===== src/rtl/spi_chain_pkg.sv =====
// Shared widths, op encodings and FSM state type for the scan-chain master.
package spi_chain_pkg;
  localparam int DATA_WIDTH  = 16;
  localparam int ADDR_WIDTH  = 7;
  localparam int TOTAL_WIDTH = DATA_WIDTH + ADDR_WIDTH;

  localparam logic OP_WRITE = 1'b0;
  localparam logic OP_READ  = 1'b1;

  typedef enum logic [2:0] {
    ST_IDLE,
    ST_SHIFT_IN,
    ST_CAPTURE,
    ST_SHIFT_OUT,
    ST_DONE
  } state_t;
endpackage


===== src/rtl/spi_chain_master_if.sv =====
// Command/response bundle between the front-end and the scan-chain master.
// Handshake: a command transfers on any rising edge where cmd_valid and cmd_ready
// are both 1; rsp_valid is a one-cycle pulse with no back-pressure.
interface spi_chain_master_if;
  import spi_chain_pkg::*;

  logic                  cmd_valid;
  logic                  cmd_ready;
  logic                  cmd_op;
  logic [ADDR_WIDTH-1:0] cmd_addr;
  logic [DATA_WIDTH-1:0] cmd_data;
  logic                  rsp_valid;
  logic [DATA_WIDTH-1:0] rsp_data;
  logic [ADDR_WIDTH-1:0] rsp_addr;
  state_t                fsm_state;

  modport master (
    input  cmd_valid, cmd_op, cmd_addr, cmd_data,
    output cmd_ready, rsp_valid, rsp_data, rsp_addr, fsm_state
  );

  modport slave (
    output cmd_valid, cmd_op, cmd_addr, cmd_data,
    input  cmd_ready, rsp_valid, rsp_data, rsp_addr, fsm_state
  );
endinterface


===== src/rtl/spi_phase_gen.sv =====
// Bit-slot timing: four quarters per slot, non-overlapping phase clocks and slot pulses.
module spi_phase_gen #(
  parameter int QUARTER_CYCLES = 2
) (
  input  logic clk,
  input  logic reset,
  input  logic run,
  output logic clk_phase1,
  output logic clk_phase2,
  output logic slot_start,
  output logic sample_strobe,
  output logic slot_end
);
  localparam int QW = (QUARTER_CYCLES > 1) ? $clog2(QUARTER_CYCLES) : 1;
  localparam logic [QW-1:0] Q_LAST = QW'(QUARTER_CYCLES - 1);

  logic [QW-1:0] qcnt;
  logic [1:0]    quarter;
  logic          q_end;

  assign q_end = (qcnt == Q_LAST);

  // Counters sit at zero whenever the chain is not being clocked, so every
  // shifting state begins on a fresh Q0.
  always_ff @(posedge clk) begin
    if (reset || !run) begin
      qcnt    <= '0;
      quarter <= 2'd0;
    end else if (q_end) begin
      qcnt    <= '0;
      quarter <= (quarter == 2'd3) ? 2'd0 : quarter + 2'd1;
    end else begin
      qcnt    <= qcnt + QW'(1);
    end
  end

  assign clk_phase1    = run && (quarter == 2'd1);
  assign clk_phase2    = run && (quarter == 2'd3);
  assign slot_start    = run && (quarter == 2'd0) && (qcnt == '0);
  assign slot_end      = run && (quarter == 2'd3) && q_end;
  assign sample_strobe = slot_end;
endmodule


===== src/rtl/spi_chain_master.sv =====
// Scan-chain master: frames commands onto the two-phase chain and returns the frame shifted out.
module spi_chain_master
  import spi_chain_pkg::*;
#(
  parameter int QUARTER_CYCLES = 2
) (
  input  logic                clk,
  input  logic                reset,
  spi_chain_master_if.master  bus,
  output logic                chain_reset_n,
  output logic                clk_phase1,
  output logic                clk_phase2,
  output logic                capture,
  output logic                spi_din,
  input  logic                spi_out
);
  localparam int BW = $clog2(TOTAL_WIDTH);
  localparam logic [BW-1:0] BIT_LAST = BW'(TOTAL_WIDTH - 1);

  state_t                 state, state_n;
  logic                   op_q;
  logic [BW-1:0]          bit_cnt;
  logic [TOTAL_WIDTH-1:0] tx, rx, rx_next;
  logic [DATA_WIDTH-1:0]  rsp_data_q;
  logic [ADDR_WIDTH-1:0]  rsp_addr_q;
  logic                   handshake, shifting, run, bit_last;
  logic                   slot_start, sample_strobe, slot_end;

  assign handshake = bus.cmd_valid && bus.cmd_ready;
  assign shifting  = (state == ST_SHIFT_IN) || (state == ST_SHIFT_OUT);
  assign run       = shifting || (state == ST_CAPTURE);
  assign bit_last  = (bit_cnt == BIT_LAST);
  assign rx_next   = {spi_out, rx[TOTAL_WIDTH-1:1]};

  spi_phase_gen #(.QUARTER_CYCLES(QUARTER_CYCLES)) u_phase (
    .clk           (clk),
    .reset         (reset),
    .run           (run),
    .clk_phase1    (clk_phase1),
    .clk_phase2    (clk_phase2),
    .slot_start    (slot_start),
    .sample_strobe (sample_strobe),
    .slot_end      (slot_end)
  );

  always_ff @(posedge clk) begin
    if (reset) state <= ST_IDLE;
    else       state <= state_n;
  end

  always_comb begin
    state_n = state;
    case (state)
      ST_IDLE:      if (handshake) state_n = ST_SHIFT_IN;
      ST_SHIFT_IN:  if (slot_end && bit_last) state_n = (op_q == OP_READ) ? ST_CAPTURE : ST_DONE;
      ST_CAPTURE:   if (slot_end) state_n = ST_SHIFT_OUT;
      ST_SHIFT_OUT: if (slot_end && bit_last) state_n = ST_DONE;
      ST_DONE:      state_n = ST_IDLE;
      default:      state_n = ST_IDLE;
    endcase
  end

  always_ff @(posedge clk) begin
    chain_reset_n <= ~reset;
    if (reset) begin
      op_q       <= OP_WRITE;
      bit_cnt    <= '0;
      tx         <= '0;
      rx         <= '0;
      rsp_data_q <= '0;
      rsp_addr_q <= '0;
    end else begin
      if (handshake) begin
        op_q    <= bus.cmd_op;
        tx      <= {(bus.cmd_op == OP_READ) ? {DATA_WIDTH{1'b0}} : bus.cmd_data, bus.cmd_addr};
        bit_cnt <= '0;
      end
      if (slot_end && shifting) bit_cnt <= bit_last ? '0 : bit_cnt + BW'(1);
      if (slot_end && (state == ST_SHIFT_IN)) tx <= tx >> 1;
      // The last sample lands on the same edge that enters DONE, so the
      // response is loaded from rx_next rather than rx.
      if (sample_strobe && shifting) rx <= rx_next;
      else if (slot_start && shifting && (bit_cnt == '0)) rx <= '0;
      if ((state_n == ST_DONE) && (state != ST_DONE)) begin
        rsp_data_q <= rx_next[TOTAL_WIDTH-1:ADDR_WIDTH];
        rsp_addr_q <= rx_next[ADDR_WIDTH-1:0];
      end
    end
  end

  assign capture       = (state == ST_CAPTURE);
  assign spi_din       = (state == ST_SHIFT_IN) && tx[0];
  assign bus.cmd_ready = (state == ST_IDLE) && !reset;
  assign bus.rsp_valid = (state == ST_DONE);
  assign bus.rsp_data  = rsp_data_q;
  assign bus.rsp_addr  = rsp_addr_q;
  assign bus.fsm_state = state;
endmodule


===== src/flat_wrapper.sv =====
// flat-port wrapper written by rule: the top's interface ports become plain ports
module spi_chain_master_flat import spi_chain_pkg::*;
#(
  parameter int QUARTER_CYCLES = 2
)
  (clk, reset, chain_reset_n, clk_phase1, clk_phase2, capture, spi_din, spi_out, bus_cmd_valid, bus_cmd_op, bus_cmd_addr, bus_cmd_data, bus_cmd_ready, bus_rsp_valid, bus_rsp_data, bus_rsp_addr, bus_fsm_state);
  spi_chain_master_if bus_i ();
  input  logic clk;
  input  logic reset;
  output logic chain_reset_n;
  output logic clk_phase1;
  output logic clk_phase2;
  output logic capture;
  output logic spi_din;
  input  logic spi_out;
  input wire logic [$bits(bus_i.cmd_valid)-1:0] bus_cmd_valid;
  input wire logic [$bits(bus_i.cmd_op)-1:0] bus_cmd_op;
  input wire logic [$bits(bus_i.cmd_addr)-1:0] bus_cmd_addr;
  input wire logic [$bits(bus_i.cmd_data)-1:0] bus_cmd_data;
  output wire logic [$bits(bus_i.cmd_ready)-1:0] bus_cmd_ready;
  output wire logic [$bits(bus_i.rsp_valid)-1:0] bus_rsp_valid;
  output wire logic [$bits(bus_i.rsp_data)-1:0] bus_rsp_data;
  output wire logic [$bits(bus_i.rsp_addr)-1:0] bus_rsp_addr;
  output wire logic [$bits(bus_i.fsm_state)-1:0] bus_fsm_state;
  assign bus_i.cmd_valid = bus_cmd_valid;
  assign bus_i.cmd_op = bus_cmd_op;
  assign bus_i.cmd_addr = bus_cmd_addr;
  assign bus_i.cmd_data = bus_cmd_data;
  assign bus_cmd_ready = bus_i.cmd_ready;
  assign bus_rsp_valid = bus_i.rsp_valid;
  assign bus_rsp_data = bus_i.rsp_data;
  assign bus_rsp_addr = bus_i.rsp_addr;
  assign bus_fsm_state = bus_i.fsm_state;
  spi_chain_master #(.QUARTER_CYCLES(QUARTER_CYCLES)) u_core (.clk(clk), .reset(reset), .bus(bus_i), .chain_reset_n(chain_reset_n), .clk_phase1(clk_phase1), .clk_phase2(clk_phase2), .capture(capture), .spi_din(spi_din), .spi_out(spi_out));
endmodule

===== config.mk =====
export PLATFORM = sky130hd
export DESIGN_NAME = spi_chain_master_flat
export DESIGN_NICKNAME = d
export VERILOG_FILES = /design/src/rtl/spi_chain_pkg.sv /design/src/rtl/spi_chain_master_if.sv /design/src/rtl/spi_phase_gen.sv /design/src/rtl/spi_chain_master.sv /design/src/flat_wrapper.sv
export SDC_FILE = /design/constraint.sdc
export NUM_CORES = 1
export LEC_CHECK = 0
export ABC_CLOCK_PERIOD_IN_PS = 3400
export CAP_MARGIN = 40
export CORE_ASPECT_RATIO = 1.1
export CORE_MARGIN = 5
export CORE_UTILIZATION = 40
export CTS_CLUSTER_DIAMETER = 150
export DETAILED_ROUTE_END_ITERATION = 10
export PLACE_DENSITY = 0.64
export SETUP_SLACK_MARGIN = 0.3
export SKIP_CTS_REPAIR_TIMING = 1
export SYNTH_ARGS = -nofsm -noshare
export SYNTH_HDL_FRONTEND = slang
export SYNTH_SLANG_ARGS = --single-unit

===== constraint.sdc =====
create_clock -name clk -period 3.4 [get_ports clk]
set_input_delay 1.02 -clock clk [delete_from_list [all_inputs] [get_ports clk]]
set_output_delay 1.02 -clock clk [all_outputs]
set_load 0.01 [all_outputs]

==> results.ini, run 1 <==
[global_routing]
met2_usage_pct=22.8
grt_antenna_before_repair=0
grt_overflow=0
grt_pass1_wl_mm=13.9
grt_usage_pct=15.2
gr-usage-met3_pct=3.55
grt_busiest_layer=met2
grt_max_degree=68
grt_use_met1_pct=20.8
grt_pass1_vias=2955

[synthesis]
synth_top_family_by_area=simple AND/OR/NAND/NOR gates
synth_largest_area_cell=dfxtp_1
synth.mux.area_fraction_pct=7.23
netlist_area_mm2=0.00362
avgSynthCellArea_um2=9.37
synthSimpleGateAreaFrac_pct=21.0
yosysMostFrequentCell=dfxtp_1
synthDistinctLibCells=47
ys_top_cells_by_area=dfxtp_1, a311oi_1, nand2_1, mux2i_1, a221o_1
ys_seq_area_share_pct=44.8
ys.flop_type=dfxtp_1
ys_ff_latch=81
synth_cells=386
syn_nets=420
synth_edf_count=0
synthArstFlopShare_pct=0
netlist_top_cells_count=dfxtp_1, nand2_1, a311oi_1, mux2i_1, a21oi_1
synth_compound_area_share_pct=18.8
synth_adder_area_share_pct=2.08
synth_top_area_share_pct=44.8
synth-xor-area-share_pct=0
yosysWarningCount=0

[drt]
drc=0
drt_first_pass_iters=4
vias=3023
ant_nets=0
detail_route.wl_per_cell_um=14.7
routed_via_density=5.48
wl_mm=8.10
drtIter0Drc=193

[setup_path]
critPathCaptureType=output port
reg2regPathDepth=5
critical_path_class=flop to output port
cp_data_arrival_time_ps=1830
cp_max_fo=21
rr_endpoint=u_core.tx[0]
r2r_slack_ps=1030
critical_path.startpoint_type=flop
r2r-start=u_core.bus.fsm_state[0]
crit_required_ps=2380

[clock_network]
cts_tree=built
cts-buffers-inserted=9
worstSkewPairLatency_ps=340
clock-root-buffer=clkbuf_8
clk_pin_slew_ps=80
cts_buffer_depth=2
clkSinkCount=81
htree_levels=3

[power]
p_leak_nw=1.47
p_total_mw=1.82
vdd.ir_drop.worst_mv=0.182
powerDensity_mw_per_mm2=406

[finish]
syn2layout_area_growth_pct=24.3
postLayoutCellArea_mm2=0.00449
diodes=0
final_cells=552
postLayoutCoreUtil_pct=50.9
drive_above_1_share_pct=8.90
fin_nets=467

[die]
ios=61
die_w_um=101
dieArea_mm2=0.0110
core-area_mm2=0.00883
initial_core_util_pct=41.0
die_h_um=110
rows=36

[run]
cap_violations=0

[place]
io_buffers=60
placed_cells=536
post-dp-hpwl_mm=5.21
place_ws_ps=-80.7
place_area_mm2=0.00428
gp_congestion=0.764

[timing]
fin_crit_sh_pct=83.9
setup_viol=0
finClkSkew_ps=9.39
max_slew.worst_pin.slew_ps=608
timing.hold.ws_ps=458
fmax_mhz=351
setup_ws_ps=549
tns_ps=0
rsz0062_at_grt=false
maxSlewViolCount=0
timing.final.crit_period_ps=2850
hold_viol=0
slew_headroom_pct=59.5

[outcome]
status=complete, no violations

[hold_path]
min-delay-start=u_core.bus.rsp_data[14]
min_to=u_core.bus.rsp_data[14]
hold_depth=2
hold_path_class=flop to flop

where the power goes:
part           internal [mW]  switching (mW)
Clock                  0.380           0.347
Combinational         0.0586          0.0657
Sequential             0.962         0.00924
Total                   1.40           0.422
flip-flops by register name (all words and copies together), names as in the netlist:
name,count
u_core.bus.fsm_state,3
u_core.op_q,1
u_core.bus.rsp_data,16
u_core.u_phase.q_end,1
u_core.bit_cnt,5
u_core.tx,23
u_core.u_phase.quarter,2
u_core.rx,22
u_core.chain_reset_n,1
u_core.bus.rsp_addr,7
cells in the final DEF (no fill, tap or decap), types with 2 or more instances in the layout:
master / n
dfxtp_1: 81
nand2_1: 70
clkdlybuf4s50_1: 58
a311oi_1: 30
mux2i_1: 25
a21oi_1: 23
and4_1: 16
a221o_1: 15
buf_4: 12
nand3_1: 11
o21ai_0: 11
clkbuf_8: 11
nor3_1: 9
nor2_1: 7
ha_1: 6
inv_1: 5
nor3b_1: 3
nand4b_1: 3
nor3_4: 2
a211oi_1: 2
or3_1: 2
nand3b_1: 2
o211ai_1: 2
a31oi_1: 2
nor4b_1: 2
cell type report:
class	count	area (µm²)
sequential	81	1620
fill	834	4330
clock buffer	12	155
multi-input combinational	262	1800
clock inverter	4	51.3
tap	114	143
inverter	6	22.5
timing repair buffer	73	699
logic make-up (layout without fill, tap and decap cells):
| group | after synthesis | count (layout) |
|---|---|---|
| adder cells (fa/ha/maj) | 6 | 6 |
| multiplexers | 26 | 26 |
| flip-flops | 81 | 81 |
| AO/OA/AOI/OAI | 90 | 90 |
| buffers and inverters | 43 | 95 |
| AND/OR/NAND/NOR | 140 | 140 |
per-layer routing:
layer | routed length [µm] | vias to the layer above
li1 | - | 1540
met1 | 4020 | 1397
met2 | 3470 | 75
met3 | 463 | 11
met4 | 136 | 0
met5 | 0 | -
worst max-delay path, cell delays in order, from the launching register on:
cell	delay, ps
dfxtp_1	510
inv_2	230
nor3_1	180
clkdlybuf4s50_1	570
worst max path at each step:
stage | from | to | depth (start not counted)
final | u_core.bus.fsm_state[1] | capture | 3
after global routing | u_core.bus.fsm_state[1] | capture | 3
after CTS | reset | bus_cmd_ready | 4
after detailed placement | reset | bus_cmd_ready | 4
after global placement | reset | bus_cmd_ready | 4
after floorplan | reset | bus_cmd_ready | 4
No activity file was read; power rests on OpenSTA's default activity.
==> inputs of run 2 (changes only) <==
- ABC_CLOCK_PERIOD_IN_PS: 3400 -> 3000
- clock period: 3.4 -> 3 ns (I/O delays scaled with it)
==> results.ini, run 2 (synthesis results as in run 1) <==
[outcome]
status=complete, no violations

[setup_path]
critical_path_class=flop to output port
path_cells=ha_1 -> nor3b_1 -> clkdlybuf4s50_1
critPathCaptureType=output port
slowest_stage=clkdlybuf4s50_1
cp_max_fo=5  ; -76%
critical_path_buf_inv_count=1  ; -1
r2r-start=u_core.bus.fsm_state[0]
r2r_slack_ps=740  ; -290 ps
critical_path.startpoint_type=flop
slowest_delay_ps=570  ; about the same
rr_endpoint=u_core.tx[0]
critical_path.top_delay_family=buffers and inverters
crit_required_ps=2100  ; -280 ps
reg2regPathDepth=5  ; unchanged
cp_data_arrival_time_ps=1680  ; -150 ps

[finish]
postLayoutCoreUtil_pct=51.5  ; +0.55 points
syn2layout_area_growth_pct=25.6
final_cells=555  ; +0.54%
final_common_cell=dfxtp_1
most-common-layout-cells=dfxtp_1, nand2_1, clkdlybuf4s50_1, a311oi_1, mux2i_1
drive_above_1_share_pct=10.9  ; +2.0 points
regMostFlops=u_core.tx
largest_reg_flops=23  ; unchanged
diodes=0  ; unchanged
fin_nets=470  ; +0.64%

[hold_path]
min-delay-start=u_core.bus.rsp_data[4]
min_to=u_core.bus.rsp_data[4]
hold_depth=2  ; unchanged
hold_path_class=flop to flop

[clock_network]
cts-buffers-inserted=9  ; unchanged
clkSinkCount=81  ; unchanged
cts_tree=built
clk_pin_slew_ps=90  ; about the same
clock-root-buffer=clkbuf_8
cts_buffer_depth=2  ; unchanged
htree_levels=3  ; unchanged
worstSkewPairLatency_ps=350  ; about the same

[drt]
drt_first_pass_iters=4  ; unchanged
detail_route.wl_per_cell_um=14.6  ; -0.45%
drtIter0Drc=95  ; -51%
routed_via_density=5.46  ; -0.21%
wl_mm=8.10  ; about the same
vias=3033  ; +0.33%
ant_nets=0  ; unchanged
drc=0  ; unchanged

[timing]
slew_headroom_pct=59.3  ; -0.20 points
fin_crit_sh_pct=85.9
timing.hold.ws_ps=457  ; -1.39 ps
finClkSkew_ps=7.82  ; -1.57 ps
rsz0062_at_grt=false
hold_viol=0  ; unchanged
maxSlewViolCount=0  ; unchanged
max_slew.worst_pin.slew_ps=610  ; +1.95 ps
setup_viol=0  ; unchanged
timing.final.crit_period_ps=2580
fmax_mhz=388

[die]
ios=61  ; unchanged
initial_core_util_pct=41.0  ; unchanged
core-area_mm2=0.00883  ; unchanged
die_w_um=101  ; unchanged
rows=36  ; unchanged
dieArea_mm2=0.0110  ; unchanged
die_h_um=110  ; unchanged

[global_routing]
grt_max_degree=68  ; unchanged
grt_overflow=0  ; unchanged
grt_antenna_before_repair=0  ; unchanged
grt_usage_pct=15.0  ; -0.23 points
grt_pass1_wl_mm=13.6  ; -2.3%
grt_pass1_vias=2914  ; -1.4%

[place]
placed_cells=539  ; +0.56%
io_buffers=60  ; unchanged
post-dp-hpwl_mm=5.22  ; +0.26%
gp_congestion=0.761  ; -0.35%

[power]
powerDensity_mw_per_mm2=471  ; +16%
p_leak_nw=1.51  ; +2.6%
vdd.ir_drop.worst_mv=0.247  ; +35%

[run]
cap_violations=0  ; unchanged

## run 2: worst max path at each step
stage / from / endpoint / cells after the start
after floorplan: reset / bus_cmd_ready / 4
after global placement: reset / bus_cmd_ready / 4
after detailed placement: reset / bus_cmd_ready / 4
after CTS: reset / bus_cmd_ready / 4
after global routing: u_core.u_phase.quarter[0] / clk_phase1 / 3
final: u_core.u_phase.quarter[0] / clk_phase1 / 3
## run 2: final cells by class
type	count	area, µm²
Multi-Input combinational cell	262	1800
Sequential cell	81	1630
Clock inverter	6	90.1
Inverter	6	22.5
Timing Repair Buffer	76	721
Fill cell	853	4290
Tap cell	114	143
Clock buffer	10	138
## run 2: stage by stage
stage	area (µm²)	setup TNS, ps	total power [mW]	setup slack [ps]
6_report	4540	0	2.14	422
5_1_grt	4540	0	2.23	301
4_1_cts	4520	-222	2.16	-222
3_5_place_dp	4300	-204	1.27	-204
3_3_place_gp	4290	-191	1.27	-191
2_1_floorplan	3620	0	1.20	303
## run 2: metal layers
metal  up-vias  track usage [%]  wire, µm
li1       1543                -         -
met1      1420             20.1      3970
met2        63             23.7      3660
met3         7             3.87       420
met4         0             4.43        52
met5         -                0         0
## run 2: where the power goes
part,total (mW),internal (mW),switching [mW]
clock,0.897,0.494,0.403
sequential,1.10,1.09,0.0109
combinational,0.141,0.0674,0.0737
## run 2: worst register-to-register path, stage by stage (launching register included)
cell and delay, ps:
dfxtp_2 420, buf_4 310, and4b_2 290, buf_4 490, nand2_1 360, a311oi_1 290
==> inputs of run 3 (changes only) <==
- SKIP_LAST_GASP: not set -> 1
==> results of run 3 <==
The final DEF is identical to that of run 2; final timing and power are the same.
